$ cat src/rtl/flt2fix_pkg.sv
// rtl/flt2fix_pkg.sv - shared types and constants for the float16 to fixed 8.8 engine
package flt2fix_pkg;

   typedef enum logic [3:0] {
      IDLE, RD_LO, RD_HI, CAPT, DECODE, SHIFT, NEG, WR_LO, WR_HI, DONE
   } state_t;

   localparam int EXP_BIAS = 15;
   localparam int FIX_FRAC = 8;
   localparam int MANT_W   = 10;
   localparam int EXP_W    = 5;

   localparam logic [15:0] SAT_POS = 16'h7FFF;
   localparam logic [15:0] SAT_NEG = 16'h8000;

   localparam logic [EXP_W-1:0] ZERO_EXP = 5'd0;
   localparam logic [EXP_W-1:0] INF_EXP  = 5'd31;

   // {1,m} scaled by 2^(e-SHIFT_PIVOT) is the 8.8 value; past SAT_EXP the integer part overflows
   localparam logic [EXP_W-1:0] SHIFT_PIVOT = EXP_W'(EXP_BIAS - FIX_FRAC + MANT_W);
   localparam logic [EXP_W-1:0] SAT_EXP     = SHIFT_PIVOT + EXP_W'(16 - (MANT_W + 1));
   localparam logic [3:0]       MAX_RSHIFT  = 4'(MANT_W + 1);

endpackage

$ cat src/rtl/flt2fix_engine_classify.sv
// rtl/flt2fix_engine_classify.sv - combinational float16 unpack: zero/saturate flags, shift direction and count
module flt16_classify
   import flt2fix_pkg::*;
(
   input  logic [15:0] flt_i,
   output logic        is_zero_o,
   output logic        is_sat_o,
   output logic        exact_neg_min_o,
   output logic        dir_left_o,
   output logic [3:0]  k_o
);

   logic                s;
   logic [EXP_W-1:0]    e;
   logic [MANT_W-1:0]   m;
   logic [EXP_W-1:0]    rdiff;

   assign s = flt_i[15];
   assign e = flt_i[14:10];
   assign m = flt_i[9:0];

   assign is_zero_o       = (e == ZERO_EXP);
   // -128.0 is the one value at SAT_EXP that still fits 8.8 exactly
   assign exact_neg_min_o = s && (e == SAT_EXP) && (m == '0);
   assign is_sat_o        = (e == INF_EXP) || ((e >= SAT_EXP) && !exact_neg_min_o);
   assign dir_left_o      = (e >= SHIFT_PIVOT);
   assign rdiff           = SHIFT_PIVOT - e;

   always_comb begin
      k_o = 4'd0;
      if (is_zero_o || is_sat_o || exact_neg_min_o) begin
         k_o = 4'd0;
      end else if (dir_left_o) begin
         k_o = 4'(e - SHIFT_PIVOT);
      end else if (rdiff > {1'b0, MAX_RSHIFT}) begin
         k_o = MAX_RSHIFT;
      end else begin
         k_o = rdiff[3:0];
      end
   end

endmodule

$ cat src/rtl/flt2fix_engine.sv
// rtl/flt2fix_engine.sv - sequential float16 to fixed 8.8 converter reading and writing byte memory
module flt2fix_engine
   import flt2fix_pkg::*;
#(
   parameter int ADDR_W   = 8,
   parameter int SRC_ADDR = 2,
   parameter int DST_ADDR = 4
)(
   input  logic              clk,
   input  logic              reset,
   input  logic              start,
   output logic              done,
   output logic [ADDR_W-1:0] mem_addr,
   input  logic [7:0]        mem_rdata,
   output logic [7:0]        mem_wdata,
   output logic              mem_we
);

   state_t             state_q;
   logic [7:0]         lo_q, hi_q;
   logic [15:0]        mag_q, res_q, res_d;
   logic [3:0]         k_q;
   logic               dir_left_q, sat_q, done_q, we_q;
   logic [ADDR_W-1:0]  addr_q;
   logic [7:0]         wdata_q;

   logic               is_zero, is_sat, exact_neg_min, dir_left;
   logic [3:0]         k;

   flt16_classify u_classify (
      .flt_i           ({hi_q, lo_q}),
      .is_zero_o       (is_zero),
      .is_sat_o        (is_sat),
      .exact_neg_min_o (exact_neg_min),
      .dir_left_o      (dir_left),
      .k_o             (k)
   );

   // saturated magnitudes already carry their final two's-complement pattern
   assign res_d = (hi_q[7] && !sat_q) ? (~mag_q + 16'd1) : mag_q;

   always_ff @(posedge clk or negedge reset) begin
      if (!reset) begin
         state_q    <= IDLE;
         lo_q       <= '0;
         hi_q       <= '0;
         mag_q      <= '0;
         res_q      <= '0;
         k_q        <= '0;
         dir_left_q <= 1'b0;
         sat_q      <= 1'b0;
         done_q     <= 1'b0;
         we_q       <= 1'b0;
         addr_q     <= '0;
         wdata_q    <= '0;
      end else begin
         case (state_q)
            IDLE: begin
               if (start) begin
                  addr_q  <= ADDR_W'(SRC_ADDR);
                  state_q <= RD_LO;
               end
            end
            RD_LO: begin
               addr_q  <= ADDR_W'(SRC_ADDR + 1);
               state_q <= RD_HI;
            end
            RD_HI: begin
               lo_q    <= mem_rdata;
               state_q <= CAPT;
            end
            CAPT: begin
               hi_q    <= mem_rdata;
               state_q <= DECODE;
            end
            DECODE: begin
               sat_q      <= is_sat || exact_neg_min;
               dir_left_q <= dir_left;
               k_q        <= k;
               if (is_zero)
                  mag_q <= 16'h0000;
               else if (is_sat)
                  mag_q <= hi_q[7] ? SAT_NEG : SAT_POS;
               else if (exact_neg_min)
                  mag_q <= SAT_NEG;
               else
                  mag_q <= {5'd0, 1'b1, hi_q[1:0], lo_q};
               state_q <= (k == 4'd0) ? NEG : SHIFT;
            end
            SHIFT: begin
               mag_q <= dir_left_q ? (mag_q << 1) : (mag_q >> 1);
               k_q   <= k_q - 4'd1;
               if (k_q == 4'd1)
                  state_q <= NEG;
            end
            NEG: begin
               res_q   <= res_d;
               addr_q  <= ADDR_W'(DST_ADDR);
               wdata_q <= res_d[7:0];
               we_q    <= 1'b1;
               state_q <= WR_LO;
            end
            WR_LO: begin
               addr_q  <= ADDR_W'(DST_ADDR + 1);
               wdata_q <= res_q[15:8];
               we_q    <= 1'b1;
               state_q <= WR_HI;
            end
            WR_HI: begin
               we_q    <= 1'b0;
               done_q  <= 1'b1;
               state_q <= DONE;
            end
            DONE: begin
               if (!start) begin
                  done_q  <= 1'b0;
                  state_q <= IDLE;
               end
            end
            default: begin
               we_q    <= 1'b0;
               done_q  <= 1'b0;
               state_q <= IDLE;
            end
         endcase
      end
   end

   assign done      = done_q;
   assign mem_we    = we_q;
   assign mem_addr  = addr_q;
   assign mem_wdata = wdata_q;

endmodule

$ cat config.mk
export PLATFORM = sky130hd
export DESIGN_NAME = flt2fix_engine
export DESIGN_NICKNAME = d
export VERILOG_FILES = /design/src/rtl/flt2fix_pkg.sv /design/src/rtl/flt2fix_engine_classify.sv /design/src/rtl/flt2fix_engine.sv
export SDC_FILE = /design/constraint.sdc
export NUM_CORES = 1
export LEC_CHECK = 0
export BUFFER_PORTS_ARGS = -buffer_cell sky130_fd_sc_hd__buf_2
export CAP_MARGIN = 10
export CELL_PAD_IN_SITES_DETAIL_PLACEMENT = 2
export CELL_PAD_IN_SITES_GLOBAL_PLACEMENT = 2
export CORE_ASPECT_RATIO = 0.75
export CORE_UTILIZATION = 36
export CTS_BUF_LIST = sky130_fd_sc_hd__clkbuf_2 sky130_fd_sc_hd__clkbuf_4 sky130_fd_sc_hd__clkbuf_8
export CTS_CLUSTER_DIAMETER = 80
export CTS_CLUSTER_SIZE = 8
export DETAILED_ROUTE_END_ITERATION = 12
export GPL_TIMING_DRIVEN = 0
export PLACE_DENSITY = 0.82
export SLEW_MARGIN = 20
export SYNTH_ARGS = -nofsm -noshare
export SYNTH_HDL_FRONTEND = slang
export SYNTH_SLANG_ARGS = --single-unit
$ cat constraint.sdc
create_clock -name clk -period 1.9 [get_ports clk]
set_input_delay 0.38 -clock clk [delete_from_list [all_inputs] [get_ports clk]]
set_output_delay 0.38 -clock clk [all_outputs]
set_load 0.01 [all_outputs]
# [Word-level counts from Yosys, hierarchy flattened]
# Index checks and enable logic that the tools add are counted.
[word_totals] reg_bits=76 output_inout_bits=18 word_cells=81
[classes] n_addsub=4 n_lt_le_gt_ge=3 eq_ne=15 n_mux=22 bitwise_logic=2 reduce_logical=23
[ops] op="$mux 16" count=6
[ops] op="$pmux 4 s10" count=1
[ops] op="$pmux 16 s2" count=1
[ops] op="$pmux 8 s4" count=1
[ops] op="$mux 4" count=6
[ops] op="$add 16x1->16 const B" count=1
[ops] op="$eq 4x3->1 const B" count=4
[ops] op="$not 16->16" count=1
[ops] op="$pmux 8 s2" count=1
[ops] op="$eq 5x5->1 const B" count=2
[ops] op="$ge 5x5->1 const B" count=2
[ops] op="$logic_not 10->1" count=1
[ops] op="$eq 4x1->1 const B" count=2
[ops] op="$eq 4x2->1 const B" count=2
[ops] op="$eq 4x4->1 const B" count=2
[ops] op="$logic_not 4->1" count=2
[ops] op="$mux 8" count=1
[ops] op="$pmux 4 s2" count=1
[ops] op="$reduce_or 8->1" count=1
[ops] op="$sub 4x1->4 const B" count=2
[ops] op="$reduce_or 7->1" count=1
[ops] op="$ne 2x2->1 const B" count=3
[ops] op="$gt 5x4->1 const B" count=1
[ops] op="$logic_not 5->1" count=1
[ops] op="14 further kinds" count=23

# [Longest topological paths before layout]
# Gate-level depths: netlist (run 1).
[depth] word_depth=12 depth_mapped=8

# [Cells and area by module]
# A second synthesis (run 1) with hierarchy kept.
[hier_totals] cells_unflattened=403 area_unflattened_um2=3727.3
[by_module_without_submodules] module="flt2fix_engine" n_inst=1 cells_each=351 area_each_um2=3348.2 seq_area_each_um2=1576.5
[by_module_without_submodules] module="flt16_classify" n_inst=1 cells_each=52 area_each_um2=379.1 seq_area_each_um2=0.0

# [Least setup slack after synthesis (run 1)]
# No wires, ideal clock.
[synth_timing] path_type="reg2reg" from="reg hi_q[3]" to="reg state_q[1]" setup_ns=0.120 t_arrival_ns=1.830 required_time_ns=1.780 path_slack_ns=-0.050 stages_incl_launch_ff=8 synth_period_minus_slack_ns=1.950 cell_sequence="dfrtp_1 > inv_1 > ha_1 > nor4bb_1 > a31oi_4 > a32oi_1 > o31ai_2 > a31o_1"
[synth_between] elab_chain_cells=12 elab_cells_between_ends=21
[synth_lines] item="start, declared" line_no="flt2fix_engine.sv:20" rtl="logic [7:0] lo_q, hi_q;"
[synth_lines] item="start signal, assigned" line_no="flt2fix_engine.sv:73" rtl="hi_q <= mem_rdata;"
[synth_lines] item="branches (longest 8 deep; another with $sub 5x5->5)"
[synth_lines] item="$mux 4 *" line_no="flt2fix_engine_classify.sv:31" rtl="if (is_zero_o || is_sat_o || exact_neg_min_o) begin"
[synth_lines] item="$logic_not 4->1 *" line_no="flt2fix_engine.sv:88" rtl="state_q <= (k == 4'd0) ? NEG : SHIFT;"
[synth_lines] item="$mux 2 *" line_no="flt2fix_engine.sv:88"
[synth_lines] item="$pmux 4 s10 *" line_no="flt2fix_engine.sv:57" rtl="case (state_q)"
[synth_lines] item="end signal, assigned" line_no="flt2fix_engine.sv:88"
[synth_lines] item="end, declared" line_no="flt2fix_engine.sv:19" rtl="state_t state_q;"
# Mark *: on every way between the ends.
# A chain may end at the register's enable or synchronous reset.

# [Final worst setup path (run 1)]
[layout_timing] from="reg hi_q[4]" to="reg state_q[1]"
# The elaborated chain is that of the path after synthesis.

==> results.ini, run 1 <==
[outcome]
outcome = finished clean

[sta]
finalWorstSetupSlack_ns = 0.0665
finalSetupViolations = 0
clock.fmax_mhz = 545
tns_ns = 0
rsz0062_at_grt = true
fin_skew_ns = 0.00945
worst_pin_slew_ns = 0.562
max_slew_margin_pct = 62.5
fin_crit_ns = 1.83
slew_viol_final = 0
hold_violations = 0
post-route-period-util_pct = 96.5

[critical_path]
cp.required_ns = 2.16
crit_chain = buf_6 > inv_4 > ha_4 > buf_6 > nor4bb_4 > a31oi_4 > a32oi_2 > o31ai_4 > a31o_1
cpMaxStageDelayCell = dfrtp_1
path_buf_inv = 3
worst-path-max-fanout = 7
slowest_delay_ns = 0.37
crit_type = reg -> reg
crit_path_start_kind = flop
cp-end-kind = flop
critPathMostFrequentCell = buf_6
crit_family = compound AO/OA/AOI/OAI gates
arrival_ns = 2.09

[place]
place.gp.congestion = 0.783
preCtsSetupSlack_ns = -0.371
dpl.hpwl_mm = 8.03
io_buffer_count = 23

[floorplan]
die_area_um2 = 10600
design.core.area_um2 = 9770
die_y_um = 89.3
die_width_um = 118
io_pins = 29
fp-row-count = 31
start_util_pct = 37.5

[clock_network]
htree_num_levels = 3
cts_inserted_buffers = 9
path_clk_slew_ns = 0.07
clockRootBuffer = clkbuf_8
cts_tree = built
clock-sinks = 63
worstSkewPairLatency_ns = 0.36
clk_path_buf_depth = 2

[power]
report.power.total_uw = 9610
vdd_drop_max_mv = 0.937
leakage_uw = 0.00197
power_density_nw_per_um2 = 2130

[cells_and_area]
nFillCells = 1061
final_util_pct = 46.1
area_growth_pct = 23.1
layout_common_cells = dfrtp_1, nor2_1, nand2_1
antenna_cells = 0
fin_nets = 457
layout_commonest_cell = dfrtp_1
drive_gt1_share_pct = 29.8

[route]
drt-initial-drc-count = 126
vias = 3149
viasPerCell = 5.48
drc = 0
drt-total-wl_mm = 11.3
routedWlPerCell_um = 19.7
ant_nets = 0
drt_pass1_iterations = 4

[synth]
post_synth_num_cell_types = 55
avgSynthCellArea_um2 = 9.41
synth.cell_area_um2 = 3660
ys_ff_latch = 63
synthCells = 389
synth_edf_count = 0
synthArstFlopShare_pct = 100
synthFlopType = dfrtp_1
yosys_warnings = 0
synth-seq-area-share_pct = 43.1

[grt]
antenna_found_initial = 0
track_usage_pct = 23.0
use_met2_pct = 39.7
grt_pass1_wl_mm = 18.4
grt_pass1_vias = 3345
met3_usage_pct = 4.46
grt-ovfl-total = 0
use_met1_pct = 29.8
grt_most_used_layer = met2
grt_max_degree = 35

[flow_run]
drv_cap = 0

[hold_path]
min_path_type = in -> reg

-- sequential cells by signal (all words and copies together), names as in the netlist --
| signal | flops |
|---|---|
| mag_q | 16 |
| hi_q | 8 |
| lo_q | 8 |
| mem_wdata | 8 |
| res_q | 8 |
| k_q | 4 |
| state_q | 4 |
| mem_addr | 3 |
| dir_left_q | 1 |
| done | 1 |
| mem_we | 1 |
| sat_q | 1 |
-- layer usage --
metal  vias to the layer above  routed length, µm
met2                        50               5490
met3                        10                398
met4                         0                116
met5                         -                  0
li1                       1469                  -
met1                      1620               5330
-- layout make-up --
type                    instances  area [µm²]  area share [%]
inverters                      13        56.3            1.25
well taps                     132         165            3.66
multi-input cells             291        2060            45.6
clock inverters                 2        60.1            1.33
flip-flops and latches         63        1580            35.1
clock buffers                  14         186            4.14
repair buffers                 35         239            5.30
plain buffers                  25         164            3.64
-- Yosys cell counts, drive strengths merged, types with 2 or more instances --
cell type / n / area [µm²]
nor2: 41 / 154
xor2: 7 / 61.3
nand2: 35 / 131
mux2: 19 / 214
dfrtp: 63 / 1580
nor3b: 2 / 15.0
nand3: 5 / 25.0
o21a: 2 / 15.0
a32oi: 2 / 17.5
o41ai: 3 / 41.3
clkbuf: 9 / 53.8
a22oi: 3 / 22.5
nand2b: 4 / 25.0
or3: 4 / 30.0
o211ai: 6 / 45.0
a211oi: 8 / 60.1
o31ai: 3 / 27.5
a31oi: 6 / 52.6
nor2b: 3 / 18.8
mux2i: 13 / 130
o21ai: 40 / 200
nor3: 8 / 50.1
xnor2: 10 / 87.6
a21oi: 33 / 165
buf: 17 / 106
inv: 13 / 48.8
ha: 8 / 100
a21o: 6 / 45.0
-- path summary, 6_finish.rpt --
path | from | end | slack (ns) | depth (start not counted)
max reg2reg | hi_q[4] | state_q[1] | 0.07 | 9
max in group asynchronous | reset | mag_q[5] | 0.87 | 3
max | hi_q[4] | state_q[1] | 0.07 | 9
min in group asynchronous | reset | mem_addr[0] | 0.49 | 2
min | mem_rdata[4] | hi_q[4] | 0.25 | 3
min reg2reg | mem_wdata[1] | mem_wdata[1] | 0.47 | 2
-- where the power goes --
part	leakage [µW]	switching, µW	internal (µW)
clock network	0.000126	556	898
logic	0.00109	3120	2310
registers	0.000751	698	2030
-- kinds of logic (layout without fill, tap and decap cells) --
group | count (synthesis) | count (layout) | share of synthesized area, %
compound gates | 118 | 118 | 20.6
simple gates | 110 | 110 | 14.1
mux | 32 | 32 | 9.40
other cells | 1 | 5 | 0.102
xor+xnor | 17 | 17 | 4.07
flops | 63 | 63 | 43.1
fa+ha+maj | 9 | 9 | 3.01
buf+inv | 39 | 89 | 5.71
-- worst register-to-register path, stage by stage, from the launching register on --
cell      delay [ns]
dfrtp_1         0.37
buf_6           0.13
inv_4           0.04
ha_4            0.17
buf_6           0.12
nor4bb_4        0.30
a31oi_4         0.07
a32oi_2         0.26
o31ai_4         0.09
a31o_1          0.18
-- stage by stage --
step	instance area (µm²)	hold WS, ns	instances
floorplan	3680	0.0844	393
global placement	3960	0.457	548
detailed placement	3990	0.342	549
CTS	4370	0.245	573
global route	4510	0.272	575
finish	4510	0.251	575
-- what timing repair did --
item	CTS	global route
endpoints found under the hold margin	29	0
gates resized for setup	20	35
pin swaps	8	9
endpoints found under the setup margin	28	41
hold buffers	1	0
buffers inserted	7	3
Power figures use the tool's default switching activity.
==> run 2, diff against run 1 <==
- CORE_UTILIZATION: 36 -> 39
- PLACE_DENSITY: 0.82 -> 0.84
- clock period: 1.9 -> 2.1 ns (I/O delays scaled with it)
==> run 2 against run 1 <==
Effect of this change:
- clock power shrank 30%
- global-route usage up 1.5 points
- highest routed layer unchanged
- count of clock-buffer cells in the layout down 1
- final cell count decreased by 1.9%
- via count fell by 2.2%
- sequential share of layout area increased by 2.0 points
- die area fell by 7.5%
- final area decreased by 5.4%
- sequential power is 11% lower
- clock skew hardly changed
- critical path depth shrank 1
==> results.ini, run 2 (synthesized netlist as in run 1, its figures left out) <==
[outcome]
outcome = finished clean

[clock_network]
cts_inserted_buffers = 9
path_clk_slew_ns = 0.07
cts_tree = built
htree_num_levels = 3
clk_path_buf_depth = 2
worstSkewPairLatency_ns = 0.37
clock-sinks = 63
clockRootBuffer = clkbuf_8

[route]
drt_pass1_iterations = 4
wl_met3_um = 360
met1_length_mm = 5.08
routedWlPerCell_um = 19.2
viasPerCell = 5.46
ant_nets = 0
routed.top_layer = met4
vias = 3080
drc = 0
drt-initial-drc-count = 120
drt-total-wl_mm = 10.8
wl_met2_mm = 5.15

[cells_and_area]
drive_gt1_share_pct = 23.4
top_register = mag_q
largest_reg_flops = 16
final_util_pct = 46.9
design_area_um2 = 4260
layout_common_cells = dfrtp_1, nor2_1, nand2_1
fin_nets = 450
antenna_cells = 0
layout_commonest_cell = dfrtp_1
area_growth_pct = 16.4

[critical_path]
r2r_start = hi_q[4]
cpMaxStageDelayCell = dfrtp_1
slowest_delay_ns = 0.40
cp-end-kind = flop
cp.required_ns = 2.41
crit_family = compound AO/OA/AOI/OAI gates
worst-path-max-fanout = 8
crit_type = reg -> reg
crit_path_start_kind = flop
startpoint = hi_q[4]
path_buf_inv = 2
crit_chain = buf_6 > inv_1 > ha_4 > and3b_2 > a31oi_4 > a32oi_2 > o31ai_2 > a31o_1
arrival_ns = 2.32

[floorplan]
die_area_um2 = 9780
die_width_um = 114
die_y_um = 85.9
fp-row-count = 30
io_pins = 29
start_util_pct = 40.3
design.core.area_um2 = 9080

[flow_run]
drv_cap = 0

[grt]
grt-ovfl-total = 0
antenna_found_initial = 0
track_usage_pct = 24.5
grt_pass1_vias = 3344
grt_pass1_wl_mm = 17.9
grt_max_degree = 38

[sta]
fin_crit_ns = 2.01
worst_pin_slew_ns = 0.649
fin_skew_ns = 0.00930
slew_viol_final = 0
max_slew_margin_pct = 56.7
finalSetupViolations = 0
clock.fmax_mhz = 498
hold_violations = 0
rsz0062_at_grt = true
finalWorstSetupSlack_ns = 0.0917
post-route-period-util_pct = 95.6

[power]
vdd_drop_max_mv = 0.761
pwr-share-comb_pct = 56.5
power.switching_uw = 3710
report.power.total_uw = 7920
leakage_uw = 0.00187
pwr-share-clk_pct = 12.7
power_frac_seq_pct = 30.8
power_density_nw_per_um2 = 1860
netSwitchingFraction_pct = 46.9
intPower_uw = 4200

[place]
preCtsSetupSlack_ns = -0.190
dpl.hpwl_mm = 7.94
postPlaceCellArea_um2 = 3970
place.gp.congestion = 0.779
io_buffer_count = 23

[hold_path]
min_path_type = in -> reg
min_from = mem_rdata[2]

## run 2: per-stage QoR
stage               std cells  setup TNS [ns]  hold WS (ns)
CTS                       562               0         0.273
finish                    564               0         0.285
detailed placement        545          -0.446         0.360
global placement          544          -0.146         0.455
floorplan                 393               0         0.124
global route              564         -0.0331         0.300
## run 2: cell type report
cell class,instances,area [µm²]
fill,996,4820
timing repair buffer,27,163
sequential,63,1580
clock buffer,13,166
tap,128,160
buffer,26,160
inverter,13,48.8
multi-input combinational,291,1970
clock inverter,3,17.5
## run 2: power groups by stage
stage	clock network [µW]	logic, µW	registers, µW
global placement	0	4000	2380
detailed placement	0	4240	2430
finish	1010	4470	2440
floorplan	0	3040	2300
CTS	1030	4380	2430
global route	1080	4990	2530
## run 2: final timing paths
path	slack (ns)	to	cells past startpoint
worst max-delay path	0.09	state_q[1]	8
worst min-delay path	0.29	hi_q[2]	3
min in group asynchronous	0.51	mag_q[11]	2
worst min register to register	0.47	mem_wdata[4]	2
max in group asynchronous	1.05	hi_q[3]	3
worst max register to register	0.09	state_q[1]	8
## run 2: metal layers
layer	up-vias	global-route usage, %
met5	-	0
met4	0	9.80
met3	22	5.23
met2	55	40.4
met1	1546	31.5
li1	1457	-
## run 2: what timing repair did
action	4_1_cts	5_1_grt
endpoints found under the hold margin	26	0
buffers inserted	0	2
hold buffers	1	0
gates resized for setup	9	7
pin swaps	0	3
setup endpoints to repair	12	14
## run 2: tightest hold or removal path: cells and delay by family
| family | cells | cell delay [ns] |
|---|---|---|
| buf+inv | 1 | 0.09 |
| compound gates | 1 | 0.06 |
| simple gates | 1 | 0.04 |
